==> src/rtl/spi_slave_regbus_pkg.sv <==
// Shared SPI frame constants and slave FSM state encodings.
// Imported by the pin synchronizer and the regbus slave top.
package spi_slave_regbus_pkg;

    localparam int HDR_BITS = 8;
    localparam int RW_BIT   = 7;

    typedef enum logic [1:0] {
        ST_IDLE = 2'd0,
        ST_HDR  = 2'd1,
        ST_DATA = 2'd2,
        ST_DONE = 2'd3
    } state_t;

endpackage

==> src/rtl/spi_slave_regbus_pin_sync.sv <==
// Two-flop synchronizers for SCLK, CSN and MOSI, plus an extra flop on SCLK/CSN
// for rise/fall detection. Pin order in the vectors: {mosi, csn, sclk}.
module spi_pin_sync (
    input  logic i_ck,
    input  logic i_rstn,
    input  logic i_sclk,
    input  logic i_csn,
    input  logic i_mosi,
    output logic sclk_rise,
    output logic sclk_fall,
    output logic csn_rise,
    output logic csn_fall,
    output logic csn_sync,
    output logic mosi_sync
);

    // CSN idles high so no spurious frame start appears right after reset.
    localparam logic [2:0] RST_VAL = 3'b010;

    logic [2:0] pin_in;
    logic [2:0] sync_vec;
    logic [1:0] dly_vec;

    assign pin_in = {i_mosi, i_csn, i_sclk};

    generate
        for (genvar gi = 0; gi < 3; gi++) begin : g_sync
            logic s1_reg;
            logic s2_reg;

            always_ff @(posedge i_ck or negedge i_rstn) begin
                if (!i_rstn) begin
                    s1_reg <= RST_VAL[gi];
                    s2_reg <= RST_VAL[gi];
                end else begin
                    s1_reg <= pin_in[gi];
                    s2_reg <= s1_reg;
                end
            end
            assign sync_vec[gi] = s2_reg;

            if (gi < 2) begin : g_edge
                logic s3_reg;
                always_ff @(posedge i_ck or negedge i_rstn) begin
                    if (!i_rstn) s3_reg <= RST_VAL[gi];
                    else         s3_reg <= s2_reg;
                end
                assign dly_vec[gi] = s3_reg;
            end
        end
    endgenerate

    assign sclk_rise = sync_vec[0] & ~dly_vec[0];
    assign sclk_fall = ~sync_vec[0] & dly_vec[0];
    assign csn_rise  = sync_vec[1] & ~dly_vec[1];
    assign csn_fall  = ~sync_vec[1] & dly_vec[1];
    assign csn_sync  = sync_vec[1];
    assign mosi_sync = sync_vec[2];

endmodule

==> src/rtl/spi_slave_regbus.sv <==
// SPI mode-0 slave: one header byte (R/W + address) then one DW-bit data word,
// turned into a single-cycle access on a local register bus.
module spi_slave_regbus
    import spi_slave_regbus_pkg::*;
#(
    parameter int DW = 8,
    parameter int AW = 4
) (
    input  logic          i_ck,
    input  logic          i_rstn,
    input  logic          i_sclk,
    input  logic          i_csn,
    input  logic          i_mosi,
    output logic          o_miso,
    output logic          o_miso_oe,
    output logic [AW-1:0] o_address,
    output logic [DW-1:0] o_wdata,
    output logic          o_rw,
    output logic          o_en,
    input  logic [DW-1:0] i_rdata,
    output logic          o_busy,
    output logic          o_frame_err
);

    localparam int CW = $clog2(HDR_BITS + DW);
    localparam logic [CW-1:0] HDR_LAST  = CW'(HDR_BITS - 1);
    localparam logic [CW-1:0] DATA_LAST = CW'(HDR_BITS + DW - 1);

    logic sclk_rise, sclk_fall, csn_rise, csn_fall, csn_sync, mosi_sync;

    spi_pin_sync u_pin_sync (
        .i_ck      (i_ck),
        .i_rstn    (i_rstn),
        .i_sclk    (i_sclk),
        .i_csn     (i_csn),
        .i_mosi    (i_mosi),
        .sclk_rise (sclk_rise),
        .sclk_fall (sclk_fall),
        .csn_rise  (csn_rise),
        .csn_fall  (csn_fall),
        .csn_sync  (csn_sync),
        .mosi_sync (mosi_sync)
    );

    state_t        state_reg, state_next;
    logic [CW-1:0] cnt_reg;
    logic          rw_reg;
    logic [AW-1:0] addr_reg;
    logic [DW-2:0] rx_reg;
    logic [DW-1:0] tx_reg;
    logic          rd_load_reg;
    logic          miso_reg, en_reg, rw_out_reg, frame_err_reg;
    logic [AW-1:0] address_reg;
    logic [DW-1:0] wdata_reg;

    logic          start_frame, hdr_rise, data_rise, data_fall;
    logic          hdr_done, data_done, abort, rd_strobe, wr_strobe;
    logic [AW-1:0] addr_next;
    logic [DW-1:0] rx_next;

    // The address shifter sees every header bit; after bit 8 only the low AW remain.
    assign addr_next = {addr_reg[AW-2:0], mosi_sync};
    assign rx_next   = {rx_reg, mosi_sync};

    always_ff @(posedge i_ck or negedge i_rstn) begin
        if (!i_rstn) state_reg <= ST_IDLE;
        else         state_reg <= state_next;
    end

    always_comb begin
        state_next = state_reg;
        case (state_reg)
            ST_IDLE: if (csn_fall) state_next = ST_HDR;
            ST_HDR:  if (csn_rise) state_next = ST_IDLE;
                     else if (hdr_done) state_next = ST_DATA;
            ST_DATA: if (csn_rise) state_next = ST_IDLE;
                     else if (data_done) state_next = ST_DONE;
            ST_DONE: if (csn_rise) state_next = ST_IDLE;
            default: state_next = ST_IDLE;
        endcase
    end

    // A CSN rise always beats an SCLK edge detected in the same cycle.
    always_comb begin
        start_frame = (state_reg == ST_IDLE) && csn_fall;
        hdr_rise    = (state_reg == ST_HDR)  && sclk_rise && !csn_rise;
        data_rise   = (state_reg == ST_DATA) && sclk_rise && !csn_rise;
        data_fall   = (state_reg == ST_DATA) && sclk_fall && !csn_rise;
        hdr_done    = hdr_rise  && (cnt_reg == HDR_LAST);
        data_done   = data_rise && (cnt_reg == DATA_LAST);
        abort       = ((state_reg == ST_HDR) || (state_reg == ST_DATA)) && csn_rise;
        rd_strobe   = hdr_done  && rw_reg;
        wr_strobe   = data_done && !rw_reg;
    end

    always_ff @(posedge i_ck or negedge i_rstn) begin
        if (!i_rstn) begin
            cnt_reg       <= '0;
            rw_reg        <= 1'b0;
            addr_reg      <= '0;
            rx_reg        <= '0;
            tx_reg        <= '0;
            rd_load_reg   <= 1'b0;
            miso_reg      <= 1'b0;
            en_reg        <= 1'b0;
            rw_out_reg    <= 1'b0;
            address_reg   <= '0;
            wdata_reg     <= '0;
            frame_err_reg <= 1'b0;
        end else begin
            en_reg        <= rd_strobe | wr_strobe;
            frame_err_reg <= abort;
            // Read data arrives one cycle after the strobe, so load one cycle later.
            rd_load_reg   <= en_reg & rw_out_reg;

            if (start_frame)                cnt_reg <= '0;
            else if (hdr_rise || data_rise) cnt_reg <= cnt_reg + 1'b1;

            if (hdr_rise) begin
                addr_reg <= addr_next;
                if (cnt_reg == '0) rw_reg <= mosi_sync;
            end
            if (data_rise) rx_reg <= rx_next[DW-2:0];

            if (rd_load_reg)                                 tx_reg <= i_rdata;
            else if (data_fall)                              tx_reg <= {tx_reg[DW-2:0], 1'b0};
            else if (start_frame || (hdr_done && !rw_reg))   tx_reg <= '0;

            if (data_fall)                                   miso_reg <= tx_reg[DW-1];
            else if (data_done || abort || start_frame)      miso_reg <= 1'b0;

            if (rd_strobe) begin
                rw_out_reg  <= 1'b1;
                address_reg <= addr_next;
            end else if (wr_strobe) begin
                rw_out_reg  <= 1'b0;
                address_reg <= addr_reg;
                wdata_reg   <= rx_next;
            end
        end
    end

    assign o_miso      = miso_reg;
    assign o_miso_oe   = ~csn_sync;
    assign o_address   = address_reg;
    assign o_wdata     = wdata_reg;
    assign o_rw        = rw_out_reg;
    assign o_en        = en_reg;
    assign o_busy      = (state_reg != ST_IDLE);
    assign o_frame_err = frame_err_reg;

endmodule
==> config.mk <==
export PLATFORM = sky130hd
export DESIGN_NAME = spi_slave_regbus
export DESIGN_NICKNAME = d
export VERILOG_FILES = /design/src/rtl/spi_slave_regbus_pkg.sv /design/src/rtl/spi_slave_regbus_pin_sync.sv /design/src/rtl/spi_slave_regbus.sv
export SDC_FILE = /design/constraint.sdc
export NUM_CORES = 1
export LEC_CHECK = 0
export CAP_MARGIN = 20
export CORE_AREA = 5 5 98 77
export DETAILED_ROUTE_END_ITERATION = 12
export DIE_AREA = 0 0 103 82
export PLACE_DENSITY = 0.55
export SYNTH_ARGS = -nofsm -noshare
export SYNTH_HDL_FRONTEND = slang
export SYNTH_SLANG_ARGS = --single-unit
==> constraint.sdc <==
create_clock -name i_ck -period 3.5 [get_ports i_ck]
set_input_delay 0.7 -clock i_ck [delete_from_list [all_inputs] [get_ports i_ck]]
set_output_delay 0.7 -clock i_ck [all_outputs]
set_load 0.005 [all_outputs]
# Word level (Yosys, flattened, before mapping)
# Index checks and enable logic that the tools add are counted.
# W data, S select, Z words.
dict set report op_classes {
  n_addsub 1
  n_eq_ne 9
  muxes 18
  n_bitwise 11
  n_reduce_logical 30
}
# op n
set op_table {}
lappend op_table {{$mux W8} 3}
lappend op_table {{$mux W4} 4}
lappend op_table {{$logic_and A1 B1 Y1} 13}
lappend op_table {{$mux W2} 6}
lappend op_table {{$pmux W2 S4} 1}
lappend op_table {{$reduce_bool A2 Y1} 4}
lappend op_table {{$ne A3 B3 Y1 const B} 2}
lappend op_table {{$and A1 B1 Y1} 5}
lappend op_table {{$logic_or A1 B1 Y1} 5}
lappend op_table {{$not A1 Y1} 5}
lappend op_table {{$add A4 B1 Y4 const B} 1}
lappend op_table {{$eq A2 B2 Y1 const B} 2}
lappend op_table {{$eq A4 B3 Y1 const B} 1}
lappend op_table {{$eq A4 B4 Y1 const B} 1}
lappend op_table {{$logic_not A4 Y1} 1}
lappend op_table {{$mux W1} 4}
lappend op_table {{$ne A2 B2 Y1 const B} 2}
lappend op_table {{$reduce_and A2 Y1} 2}
lappend op_table {{$reduce_and A4 Y1} 1}
lappend op_table {{$reduce_bool A3 Y1} 1}
lappend op_table {{$eq A2 B1 Y1 const B} 1}
lappend op_table {{$logic_not A1 Y1} 2}
lappend op_table {{$logic_not A2 Y1} 1}
lappend op_table {{$or A1 B1 Y1} 1}
dict set report word_totals {
  register_bits 51
  output_inout_bits 18
  wordCells 90
}

# Longest topological paths before layout
# Gate-level depths: netlist of run 1.
dict set report depth {
  word_depth 10
  ltp_mapped 8
  depth_no_buf 6
}

# Cells and area by module
# From an unflattened synthesis of run 1, not the netlist that was laid out.
dict set report hier_totals {
  hier_cells 166
  hier_area_um2 2247.2
}
# mod instances cells_each area_each_um2 seq_area_each_um2
set modules_own_cells {}
lappend modules_own_cells {spi_slave_regbus 1 154 2008.2 1076.0}
lappend modules_own_cells {spi_pin_sync 1 12 239.0 203.9}

# Worst setup path before layout of run 1
# Ideal clock, no wire load.
dict set report synth_path {
  path_type {register -> register}
  from {register state_reg[0]}
  to {register wdata_reg[1] (netlist: o_wdata[1])}
  setup_time_ps 125
  arrival_ps 1758
  required_time_ps 3375
  setup_slack_ps 1617
  path_stages_with_launch 8
  period_less_slack_ps 1883
  path_cell_list {dfrtp_1 inv_1 ha_1 clkbuf_1 nand2_1 nor4_4 buf_6 mux2_4}
}
dict set report synth_via {
  elab_chain_cells 7
  elab_cells_between_ends 12
}
# item line
set synth_rtl {}
lappend synth_rtl {{start, declared} spi_slave_regbus.sv:45} ;# state_t state_reg, state_next;
lappend synth_rtl {{start signal, assigned} spi_slave_regbus.sv:67} ;# else state_reg <= state_next;
lappend synth_rtl {{$eq A2 B1 Y1} spi_slave_regbus.sv:86} ;# hdr_rise = (state_reg == ST_HDR) && sclk_rise && !csn_rise;
lappend synth_rtl {{$logic_and A1 B1 Y1 (2 in a row)} spi_slave_regbus.sv:86}
lappend synth_rtl {{$logic_and A1 B1 Y1} spi_slave_regbus.sv:89} ;# hdr_done = hdr_rise && (cnt_reg == HDR_LAST);
lappend synth_rtl {{$logic_and A1 B1 Y1} spi_slave_regbus.sv:92} ;# rd_strobe = hdr_done && rw_reg;
lappend synth_rtl {{$not A1 Y1 (no line)} n/a}
lappend synth_rtl {{$reduce_and A2 Y1 (no line) (*)} n/a}
lappend synth_rtl {{end signal, assigned} spi_slave_regbus.sv:138} ;# wdata_reg <= rx_next;
lappend synth_rtl {{end, declared} spi_slave_regbus.sv:54} ;# logic [DW-1:0] wdata_reg;
# Every way passes the cells marked *; elsewhere a longest branch is shown, timed or not.
# A chain may end at the register's enable or synchronous reset.

# Worst setup path after layout of run 1
dict set report layout_path {
  from {register state_reg[0]}
  to {output port o_busy}
}
dict set report layout_via {
  elab_chain_cells 1
}
# item line
set layout_rtl {}
lappend layout_rtl {{$reduce_bool A2 Y1} spi_slave_regbus.sv:149} ;# assign o_busy = (state_reg != ST_IDLE);
lappend layout_rtl {{end, declared} spi_slave_regbus.sv:21} ;# output logic o_busy,
# Every way passes these cells.

==> results.json, run 1 <==
{
  "place_congestion": 0.764,
  "power.density_nw_per_um2": 503,
  "syn2layout_area_growth_pct": 20.9,
  "syn-cell-area_sq_um": 2300,
  "rr_endpoint": "o_wdata[6]",
  "ant_nets": 0,
  "antenna_cells": 0,
  "cp_slowest_cell": "clkdlybuf4s50_1",
  "hold_viol_final": 0,
  "initial_core_util": 0.350,
  "ys_types": 49,
  "end_kind": "primary output",
  "gr-usage-all-layers": 0.111,
  "cap_violations": 0,
  "synth.most_common_cell": "dfrtp_1",
  "fin_cells": 290,
  "cpMostUsedCell": "inv_1",
  "cts_sinks": 51,
  "worstMarginPinSlew_ns": 0.908,
  "reg2reg_setup_slack_ns": 1.22,
  "htreeDepth": 2,
  "die_width_microns": 103,
  "yosysSeqAreaShare": 0.556,
  "cts_tree": "built",
  "synth_flop_cell": "dfrtp_1",
  "setup_tns_ns": 0,
  "syn-instance-count": 171,
  "setup_ws_ns": 1.21,
  "dp_cells": 282,
  "postCtsHoldBufs": 0,
  "critical_path.max_fanout": 4,
  "numCtsBuffers": 5,
  "core_sq_um": 6570,
  "status": "finished clean",
  "place_hpwl_microns": 2890,
  "synth_top_area_cell": "dfrtp_1",
  "rsz0062_at_grt": "false",
  "worst-path-buf-inv": 3,
  "r2r_cells": 5,
  "fin_nets": 225,
  "yosysTopAreaCellShare": 0.522,
  "ys_ff_latch": 51,
  "required_ns": 2.80,
  "period_share": 0.653,
  "io_buffers": 30,
  "cts.repair.resized": 0,
  "grt_max_degree": 31,
  "sw_frac_of_total": 0.301,
  "async_reset_ff_frac": 1.00,
  "p_int_mw": 0.979,
  "grt_pass1_wl_microns": 7230,
  "p_sw_mw": 0.421,
  "path_cells": "inv_1 -> ha_1 -> inv_1 -> clkdlybuf4s50_1",
  "rows": 26,
  "syn_area_per_cell_sq_um": 13.5,
  "firstDrtPassIters": 4,
  "synth_commonest_cells": "dfrtp_1, mux2_2, inv_1, and2_1",
  "max-vdd-ir-drop_uv": 232,
  "path_clk_slew_ns": 0.09,
  "die_area_sq_um": 8450,
  "slew_headroom": 0.390,
  "ys_warn_count": 0,
  "overflow": 0,
  "avgViaCountPerCell": 4.86,
  "drive_gt1_frac": 0.218,
  "die_h_microns": 82,
  "drc": 0,
  "whs_path_depth": 0,
  "ios": 31,
  "clk-insertion-delay-late_ns": 0.30,
  "comb_power_share": 0.226,
  "grt_pass1_vias": 1475,
  "critical-path-top-delay-family": "buffers and inverters",
  "vias": 1410,
  "cp-start-kind": "flip-flop",
  "syn_nets": 191,
  "slew_viol_final": 0,
  "critical_path_arrival_ns": 1.59,
  "pwr-share-clk": 0.253,
  "p_total_mw": 1.40,
  "n_fill_cell": 616,
  "dp_slack_ns": 1.17,
  "hold_path_end": "u_pin_sync.csn_sync",
  "seqPwrFrac": 0.521,
  "finalSetupViolations": 0,
  "min-delay-start": "u_pin_sync.g_sync[1].s1_reg",
  "rr_startpoint": "state_reg[0]",
  "hold_path_class": "flip-flop to flip-flop",
  "cts_root_buf": "clkbuf_8",
  "min_period_ns": 2.29,
  "drt_iter0_drc": 54,
  "max_stage_delay_ns": 0.50,
  "fmax_mhz": 437,
  "path_class": "flip-flop to primary output",
  "synthTopCellsByArea": "dfrtp_1, mux2_2, ha_1",
  "antenna_found_initial": 0,
  "wl_per_cell_microns": 13.8,
  "wirelength_microns": 4000,
  "cts.path.max_buffers": 2,
  "synth-edff-count": 0,
  "fin_skew_ns": 0.00827,
  "p_leak_nw": 1.26,
  "post_cts_buffers": 0
}
[worst max path at each step]
stage,start,end,cells after the start
after floorplan,state_reg[0],o_wdata[1],7
after global placement,state_reg[0],o_wdata[7],5
after detailed placement,state_reg[0],o_wdata[7],5
after CTS,state_reg[0],o_wdata[6],5
after global routing,state_reg[0],o_address[2],6
final,state_reg[0],o_busy,4
[routing by layer]
| metal | GRT usage | vias up | share of wire |
|---|---|---|---|
| li1 | - | 683 | - |
| met3 | 0.0340 | 7 | 0.051 |
| met2 | 0.154 | 32 | 0.42 |
| met1 | 0.157 | 688 | 0.51 |
| met4 | 0.0505 | 0 | 0.017 |
| met5 | 0 | - | 0 |
[logic make-up after synthesis]
| kind of cell | count (synthesis) | synth area share |
|---|---|---|
| muxes | 21 | 0.110 |
| xor gates and xnor gates | 2 | 0.00761 |
| AOI/OAI and AO/OA | 32 | 0.119 |
| DFF | 51 | 0.556 |
| adders and majority gates | 7 | 0.0381 |
| and+or+nand+nor | 40 | 0.135 |
| buffers and inverters | 18 | 0.0332 |
[metrics by stage]
| stage | hold slack (ns) | util | instance area (sq um) |
|---|---|---|---|
| 6_report | 0.361 | 0.423 | 2780 |
| 5_1_grt | 0.368 | 0.423 | 2780 |
| 4_1_cts | 0.362 | 0.423 | 2780 |
| 3_5_place_dp | 0.348 | 0.409 | 2690 |
| 3_3_place_gp | 0.337 | 0.409 | 2690 |
| 2_1_floorplan | 0.331 | - | 2300 |
[power by group through the flow]
stage	sequential (mW)	clock [mW]	combinational, mW
2_1_floorplan	0.725	0	0.226
3_3_place_gp	0.742	0	0.315
3_5_place_dp	0.742	0	0.316
4_1_cts	0.730	0.369	0.319
5_1_grt	0.744	0.389	0.364
6_report	0.729	0.354	0.316
[worst register-to-register path, stage by stage, from the launching register on]
cell	delay, ns
dfrtp_1	0.41
inv_1	0.13
ha_1	0.36
nand2_1	0.16
nor4_4	0.70
mux2_2	0.41
[final cells by class]
type	count	area (sq um)	area share
repair buffers	31	303	0.109
well taps	84	105	0.0378
flip-flops and latches	51	1280	0.460
clock buffers	6	82.6	0.0297
inverters	14	52.6	0.0189
multi-input cells	102	945	0.340
clock inverters	2	13.8	0.00495
[placed cells by master, fill, tap and decap left out, types with 2 or more instances in the layout]
cell type,instances
nand3_1,2
a22oi_1,4
clkdlybuf4s50_1,29
nor2b_1,2
clkbuf_8,6
a221o_1,7
nand2_1,4
nor4_4,2
o21ai_0,5
and2_1,10
mux2_2,15
dfrtp_1,48
mux2_4,5
a21oi_1,3
nand2b_1,2
ha_1,7
inv_1,14
nor2_1,6
dfstp_2,3
No activity file was read; power rests on OpenSTA's default activity.
==> run 2, diff against run 1 <==
==> constraint.sdc (replaced) <==
create_clock -name i_ck -period 2.35 [get_ports i_ck]
set_input_delay 0.47 -clock i_ck [delete_from_list [all_inputs] [get_ports i_ck]]
set_output_delay 0.47 -clock i_ck [all_outputs]
set_load 0.005 [all_outputs]
==> results.json, run 2 (same netlist as run 1, synthesis figures left out) <==
{
  "cts_sinks": 51,
  "rsz0062_at_grt": "false",
  "clk-insertion-delay-late_ns": 0.30,
  "place_congestion": 0.733,
  "utilization": 0.429,
  "finalSetupViolations": 0,
  "die_width_microns": 103,
  "fin_skew_ns": 0.00653,
  "cpMostUsedCell": "inv_1",
  "critPathLaunch": "state_reg[1]",
  "ant_nets": 0,
  "ios": 31,
  "end_kind": "primary output",
  "final_cell_mix": "dfrtp_1, clkdlybuf4s50_1, mux2_2, inv_1, and2_1",
  "postCtsHoldBufs": 0,
  "critical_path.max_fanout": 4,
  "numCtsBuffers": 5,
  "max_stage_delay_ns": 0.50,
  "vias": 1400,
  "syn2layout_area_growth_pct": 22.4,
  "antenna_cells": 0,
  "wirelength_microns": 4050,
  "fin_cells": 291,
  "io_buffers": 30,
  "path_clk_slew_ns": 0.09,
  "cts.path.max_buffers": 2,
  "critical-path-top-delay-family": "buffers and inverters",
  "cts_root_buf": "clkbuf_8",
  "status": "finished clean",
  "cp-start-kind": "flip-flop",
  "max-vdd-ir-drop_uv": 301,
  "drive_gt1_frac": 0.217,
  "ff_latch_area_sq_um": 1280,
  "period_share": 0.888,
  "firstDrtPassIters": 4,
  "n_fill_cell": 628,
  "hold_path_class": "input port to asynchronous set/reset pin",
  "htreeDepth": 2,
  "min_period_ns": 2.09,
  "wl_met1_microns": 2220,
  "route.met2.wl_microns": 1600,
  "fmax_mhz": 479,
  "core_sq_um": 6570,
  "hold_viol_final": 0,
  "post_cts_buffers": 0,
  "p_leak_nw": 1.28,
  "drc": 0,
  "grt_pass1_vias": 1468,
  "cts_tree": "built",
  "path_cells": "inv_1 -> ha_1 -> inv_1 -> clkdlybuf4s50_1",
  "dp_cells": 283,
  "cp_slowest_cell": "clkdlybuf4s50_1",
  "slew_viol_final": 0,
  "fin_nets": 226,
  "initial_core_util": 0.350,
  "grt_max_degree": 30,
  "wl_per_cell_microns": 13.9,
  "setup_tns_ns": 0,
  "rows": 26,
  "avgViaCountPerCell": 4.81,
  "power.density_nw_per_um2": 772,
  "slew_headroom": 0.617,
  "hold_ws_ns": 0.134,
  "wl_met3_microns": 151,
  "cap_violations": 0,
  "gr-usage-all-layers": 0.109,
  "required_ns": 1.88,
  "worstMarginPinSlew_ns": 0.575,
  "overflow": 0,
  "die_h_microns": 82,
  "worst-path-buf-inv": 3,
  "rr_startpoint": "state_reg[0]",
  "place_hpwl_microns": 2870,
  "mostFrequentLayoutCell": "dfrtp_1",
  "die_area_sq_um": 8450,
  "cts.repair.resized": 0,
  "path_class": "flip-flop to primary output",
  "top_layer_used": "met4",
  "multi_input_area_sq_um": 945,
  "antenna_found_initial": 0,
  "critical_path_arrival_ns": 1.62,
  "drt_iter0_drc": 37,
  "grt_pass1_wl_microns": 7110
}
run 2: cell count changes in the layout (fill, tap and decap cells not counted):
cell and change:
clkbuf_8 -1, clkbuf_1 +1, bufinv_16 +1, buf_12 +1
clkinv_2 -1
run 2: through the flow:
stage	total power, mW	worst slack (ns)	instance area, sq um
floorplan	1.42	0.467	2300
global route	2.31	0.148	2820
detailed placement	1.58	0.399	2710
finish	2.17	0.264	2820
CTS	2.20	0.238	2820
global placement	1.58	0.435	2710
run 2: power by group:
part / leakage [nW] / switching (mW) / internal (mW)
clock: 0.0558 / 0.293 / 0.322
sequential: 0.675 / 0.105 / 0.984
combinational: 0.548 / 0.236 / 0.233
total: 1.28 / 0.635 / 1.54
run 2: worst register-to-register path: cells and delay by family, from the launching register on:
| family | cells | cell delay [ns] |
|---|---|---|
| AND/OR/NAND/NOR | 1 | 0.13 |
| flip-flops | 1 | 0.38 |
| buffers and inverters | 1 | 0.10 |
| adder cells (fa/ha/maj) | 1 | 0.33 |
| AO/OA/AOI/OAI | 3 | 0.96 |
run 2: final timing paths:
check                                                     end  slack [ns]  cells after the start
max                                                    o_busy        0.26                      4
min                                                 rx_reg[2]        0.13                      1
max in group asynchronous  u_pin_sync.g_sync[1].g_edge.s3_reg        1.61                      2
max reg2reg                                         tx_reg[2]        0.39                      6
min in group i_ck                 u_pin_sync.g_sync[0].s2_reg        0.36                      0
min reg2reg                       u_pin_sync.g_sync[0].s2_reg        0.36                      0
run 2: layout make-up:
| type | instances | area share |
|---|---|---|
| clock buffer | 6 | 0.0258 |
| clock inverter | 2 | 0.0138 |
| inverter | 14 | 0.0187 |
| multi-input combinational | 102 | 0.335 |
| sequential | 51 | 0.454 |
| tap | 84 | 0.0373 |
| timing repair buffer | 32 | 0.115 |
run 2: layer usage:
| layer | up-vias | global-route usage |
|---|---|---|
| met5 | - | 0 |
| met4 | 0 | 0.0466 |
| met3 | 7 | 0.0280 |
| met2 | 29 | 0.150 |
| met1 | 686 | 0.161 |
| li1 | 678 | - |
